--- config.mk ---
export PLATFORM = sky130hd
export DESIGN_NAME = f_prefix_decoder
export DESIGN_NICKNAME = d
export VERILOG_FILES = /design/src/rtl/f_prefix_decoder.sv
export SDC_FILE = /design/constraint.sdc
export NUM_CORES = 1
export LEC_CHECK = 0
export CORE_MARGIN = 2
export CORE_UTILIZATION = 30
export DETAILED_ROUTE_END_ITERATION = 7
export DONT_BUFFER_PORTS = 1
export PLACE_DENSITY = 0.47
export SLEW_MARGIN = 15
export SYNTH_ARGS = -nofsm -noshare
export SYNTH_HDL_FRONTEND = slang
export SYNTH_SLANG_ARGS = --single-unit
--- constraint.sdc ---
create_clock -name CLK -period 3.2 [get_ports CLK]
set_input_delay 0.8 -clock CLK [delete_from_list [all_inputs] [get_ports CLK]]
set_output_delay 0.8 -clock CLK [all_outputs]
set_load 0.005 [all_outputs]
--- src/rtl/f_prefix_decoder.sv ---
// f_prefix_decoder: folds 0xF-tagged prefix words into a 16-bit operand
// and emits one {opcode, operand, overflow} record per non-prefix word.
// One-deep output register with valid/ready on both sides.
//
// state | meaning
// IDLE  | no prefix pending; oreg and pcnt are zero
// ACCUM | one or more prefix words absorbed into oreg
module f_prefix_decoder #(
  parameter int       MAX_PREFIX = 2,
  parameter bit [3:0] PREFIX_NIB = 4'hF
) (
  input  logic        CLK,
  input  logic        RST_N,
  input  logic [15:0] in_data,
  input  logic        in_valid,
  output logic        in_ready,
  output logic [3:0]  out_op,
  output logic [15:0] out_operand,
  output logic        out_ovf,
  output logic        out_valid,
  input  logic        out_ready,
  output logic        busy
);

  // pcnt saturates at MAX_PREFIX+1, which is enough to tell "too many"
  localparam int PW = $clog2(MAX_PREFIX + 2);
  localparam logic [PW-1:0] PSAT = PW'(MAX_PREFIX + 1);
  localparam logic [PW-1:0] PMAX = PW'(MAX_PREFIX);

  typedef enum logic {IDLE = 1'b0, ACCUM = 1'b1} state_t;

  state_t        state, state_n;
  logic [15:0]   oreg, oreg_n;
  logic [PW-1:0] pcnt, pcnt_n;
  logic          tflag, tflag_n;
  logic          out_valid_n, out_ovf_n;
  logic [3:0]    out_op_n;
  logic [15:0]   out_operand_n;

  logic in_fire, out_fire, is_prefix, oreg_spill;

  assign in_ready   = !out_valid | out_ready;
  assign in_fire    = in_valid & in_ready;
  assign out_fire   = out_valid & out_ready;
  assign is_prefix  = (in_data[15:12] == PREFIX_NIB);
  // bits about to be shifted out of the 16-bit window
  assign oreg_spill = (oreg[15:4] != 12'h000);
  assign busy       = (state == ACCUM);

  // Registers: state, operand accumulator and output record
  always_ff @(posedge CLK) begin
    if (!RST_N) begin
      state       <= IDLE;
      oreg        <= '0;
      pcnt        <= '0;
      tflag       <= 1'b0;
      out_valid   <= 1'b0;
      out_op      <= '0;
      out_operand <= '0;
      out_ovf     <= 1'b0;
    end else begin
      state       <= state_n;
      oreg        <= oreg_n;
      pcnt        <= pcnt_n;
      tflag       <= tflag_n;
      out_valid   <= out_valid_n;
      out_op      <= out_op_n;
      out_operand <= out_operand_n;
      out_ovf     <= out_ovf_n;
    end
  end

  // Next-state: absorb prefixes, complete on a final word, drain the output
  always_comb begin
    state_n       = state;
    oreg_n        = oreg;
    pcnt_n        = pcnt;
    tflag_n       = tflag;
    out_valid_n   = out_valid;
    out_op_n      = out_op;
    out_operand_n = out_operand;
    out_ovf_n     = out_ovf;

    if (out_fire) begin
      out_valid_n = 1'b0;
    end

    if (in_fire) begin
      if (is_prefix) begin
        oreg_n  = {oreg[3:0], in_data[11:0]};
        tflag_n = tflag | oreg_spill;
        if (pcnt != PSAT) begin
          pcnt_n = pcnt + 1'b1;
        end
        state_n = ACCUM;
      end else begin
        out_valid_n   = 1'b1;
        out_op_n      = in_data[15:12];
        out_operand_n = {oreg[3:0], in_data[11:0]};
        out_ovf_n     = tflag | oreg_spill | (pcnt > PMAX);
        oreg_n        = '0;
        pcnt_n        = '0;
        tflag_n       = 1'b0;
        state_n       = IDLE;
      end
    end
  end

endmodule

Yosys cells after proc, flatten, opt, wreduce, memory -nomap -nowiden:

Index checks and enable logic that the tools add are counted.
Widths: inputs -> output; s select.

* memory bits (read-only): 0
* flip-flop bits (word level): 42
* memories kept: 0
* input bits: 20
* RAM bits: 0
* bits in latches: 0

* $lt $le $gt $ge: 1
* reductions and logical operators: 4
* div/mod/pow operators: 0
* add/subtract/negate cells: 1
* bitwise logic cells: 6
* shift operators: 0
* mux-type cells: 8
* multiply operators: 0
* eq/ne operators: 3

Operator list (number)
* $mux 16: 1
* $reduce_bool 12->1: 1
* $mux 1: 5
* $eq 4x4->1 const B: 1
* $mux 2: 2
* $reduce_and 2->1: 2
* $or 1x1->1: 3
* $add 2x1->2 const B: 1
* $and 1x1->1: 2
* $gt 2x2->1 const B: 1
* $ne 2x1->1 const B: 1
* $ne 2x2->1 const B: 1
* $logic_not 1->1: 1
* $not 1->1: 1

Logic depth before layout (Yosys ltp):

* depth after elaboration: 4
* depth in mapped cells: 6
* gate-level depth less buffers: 4

Least setup slack after synthesis:

OpenSTA, ideal clock, no wires.

* path kind: input -> output
* start: input out_ready
* end: output in_ready
* data arrival time: 1.386 ns
* buffers on the path: 2
* stages on the path: 4
* setup slack: 1.014 ns
* cell sequence: nor2b_1 -> buf_2 -> inv_2 -> buf_2

* longest elaborated chain between the ends: 1

RTL lines
* from (decl): line 21 `input logic out_ready,`
* $or 1x1->1: line 42 `assign in_ready = !out_valid | out_ready;`
* to (decl): line 16 `output logic in_ready,`

No other way between the ends.

Worst setup path in the final report:

Ends and elaborated chain as after synthesis.

==> results.toml <==
[placed_design]
hpwl_mm = 3.13
numPortBuffers = 0
preCtsSetupSlack_ns = 1.01
gp_congestion = 0.703
placed_cell_area_um2 = 1770

[worst_hold_path]
min_from = "oreg[13]"
hold_end = "oreg[13]"
min_path_cells = 2
worstHoldPathType = "reg -> reg"

[timing]
slew_violations = 0
worst_pin_slew_ns = 0.770
relSlewSlack = 0.485
fmax_mhz = 454
rsz0062_at_grt = "no"
period_share = 0.688
postLayoutSetupSlackWorst_ns = 0.998
fin_setup_tns_ns = 0
fin_skew_ns = 0.00713
finalHoldViolCount = 0
setup_violations = 0
period_minus_slack_ns = 2.20

[pwr]
power.share.clock = 0.362
pwr_density_cell_nw_per_um2 = 523
swShare = 0.244
p_comb_frac = 0.070
peakVddDrop_v = 0.000163
internal_power_uw = 735
p_leak_uw = 0.000613
switching_power_uw = 237
p_seq_frac = 0.568

[logic_synthesis]
synth-edff-count = 0
synth_top_family_by_area = "compound AO/OA/AOI/OAI gates"
ys_ff_latch = 42
synth_nets = 217
yosysWarnings = 0
syn_area_per_cell_um2 = 9.02
synth_mux_area_frac = 0
yosys.area_share.simple = 0.173
ys_seq_area_frac = 0.478
synthAdderAreaFrac = 0.0142
ys.flop_type = "dfxtp_1"
synth-compound-area-share = 0.267
synthArstFlopShare = 0
synth.largest_area_cell = "dfxtp_1"
yosys.cell_types.count = 28
synth_xor_area_frac = 0
synth_area_um2 = 1760
synthDominantCellAreaShare = 0.478
synth_area_leaders = "dfxtp_1 48%, nand4_1 12%, a21oi_1 9.4%, o31ai_1 6.8%, o21ai_0 4.8%"
postSynthCellCount = 195

[global_routing]
grt_max_degree = 38
antenna_found_initial = 0
grt_pass1_wl_mm = 7.53
grt_usage = 0.150
grt-ovfl-total = 0
first_global_vias = 1521

[critical_path]
cp_num_buf_inv = 1
worst-setup-path-type = "in -> out"
worstRegToRegCells = 5
r2r-start = "out_valid"
cp.required_ns = 2.40
slowest_stage = "nor2b_2"
cp.arrival_ns = 1.40
worstReg2RegEnd = "out_operand[1]"
crit_path_end_kind = "output pin"
path_max_fanout = 13
r2r_slack_ns = 1.54
max_stage_delay_ns = 0.44
path_delay_family = "simple AND/OR/NAND/NOR gates"
cp_cell_sequence = "nor2b_2 -> inv_2"
crit_path_start_kind = "input pin"

[clocking]
worstSkewPairLatency_ns = 0.29
htree_levels = 2
postCtsSetupBuffers = 0
cts_buffers = 5
clk_path_buf_depth = 2
clk_pin_slew_worst_paths_ns = 0.07
cts-root-buf = "clkbuf_8"
cts-resized-gates = 0
holdBufCountCts = 0
tritoncts = "yes"
numClockSinks = 42

[cells_and_area]
nNetsFinal = 204
n_fill_cell = 589
final_area_um2 = 1860
diodes = 0
layout-drive-gt1-share = 0.0820
syn_to_final_growth_pct = 5.55

[floorplan]
die-area_um2 = 6490
die-width_um = 80.6
initial_core_util = 0.316
ios = 44
core_region_area_um2 = 5570
die_y_um = 80.6
rows = 27

[routing]
drt_iter0_drc = 91
ant_nets = 0
drt-total-wl_mm = 4.79
via_per_inst = 6.03
vias = 1538
drt_pass1_iterations = 4
route.detailed.drc = 0
wl_per_cell_um = 18.8

[flow_run]
drv_cap = 0

[run_status]
outcome = "completed"
worst max path at each step:
stage,start,cells after the start,end,slack (ns)
detailed placement,out_ready,2,in_ready,1.01
CTS,out_ready,2,in_ready,1.02
global route,out_ready,2,in_ready,0.95
global placement,out_ready,2,in_ready,1.04
floorplan,out_ready,4,in_ready,1.01
finish,out_ready,2,in_ready,1.0
synth_stat cells (all sizes together), types with 2 or more instances:
cell type and count:
clkbuf 11, o21ai 17, inv 2, nand2b 2
nand4 34, ha 2, buf 12, o31ai 16
o32ai 2, nor4 3, dfxtp 42, a21oi 33
nor3 2, nand2 3, o221a 5
placed cells by master (no fill, tap or decap):
master	Yosys	layout
ha_1	2	2
dfxtp_1	42	42
nor4_1	3	3
clkinv_1	1	1
a211oi_1	1	1
o31ai_1	16	16
a32o_1	1	1
or4_1	1	1
o21a_1	1	1
o221a_1	5	5
clkinv_2	0	1
nand4_1	34	34
inv_2	2	2
nand2b_1	2	2
clkbuf_8	0	6
o21ai_0	17	17
nor2_1	1	1
nand2_1	3	3
nand3_1	1	1
nor3_2	1	1
o32ai_1	2	2
nor3_1	1	1
buf_4	1	3
and4_4	1	1
nor2b_2	0	1
clkbuf_1	11	1
a21oi_1	33	33
flip-flops by register name (all words and copies together) (netlist names):
register / count
pcnt: 2
out_operand: 16
out_op: 4
out_valid: 1
busy: 1
tflag: 1
out_ovf: 1
oreg: 16
metal layers:
metal / routed length (µm) / vias to the layer above / GRT usage
li1: - / 725 / -
met1: 1970 / 760 / 0.173
met2: 2350 / 49 / 0.246
met3: 429 / 4 / 0.0618
met4: 37 / 0 / 0.0610
met5: 0 / - / 0
cells by family after synthesis:
logic type	Yosys count
AND/OR/NAND/NOR	49
flip-flops	42
buffers and inverters	26
AO/OA/AOI/OAI	76
adder cells (fa/ha/maj)	2
metrics by stage:
stage	util	hold slack, ns	cells	total power (µW)
after CTS	0.333	0.480	255	983
after detailed placement	0.317	0.471	247	633
final	0.333	0.477	255	972
after global placement	0.317	0.462	247	629
after floorplan	-	0.449	195	624
after global routing	0.333	0.506	255	1010
power groups by stage:
stage	Combinational [µW]	Sequential [µW]	Clock [µW]
floorplan	63.0	561	0
CTS	67.9	553	362
detailed placement	67.7	565	0
global route	74.9	554	385
finish	67.8	552	352
global placement	64.9	565	0
area by class of cell:
class / count / area [µm²] / share of cell area
flip-flops and latches: 42 / 841 / 0.453
repair buffers: 3 / 22.5 / 0.0121
clock buffers: 7 / 86.3 / 0.0465
clock inverters: 1 / 5.00 / 0.00270
inverters: 3 / 11.3 / 0.00606
multi-input cells: 127 / 801 / 0.431
well taps: 72 / 90.1 / 0.0485
(Power assumes the default switching activity.)
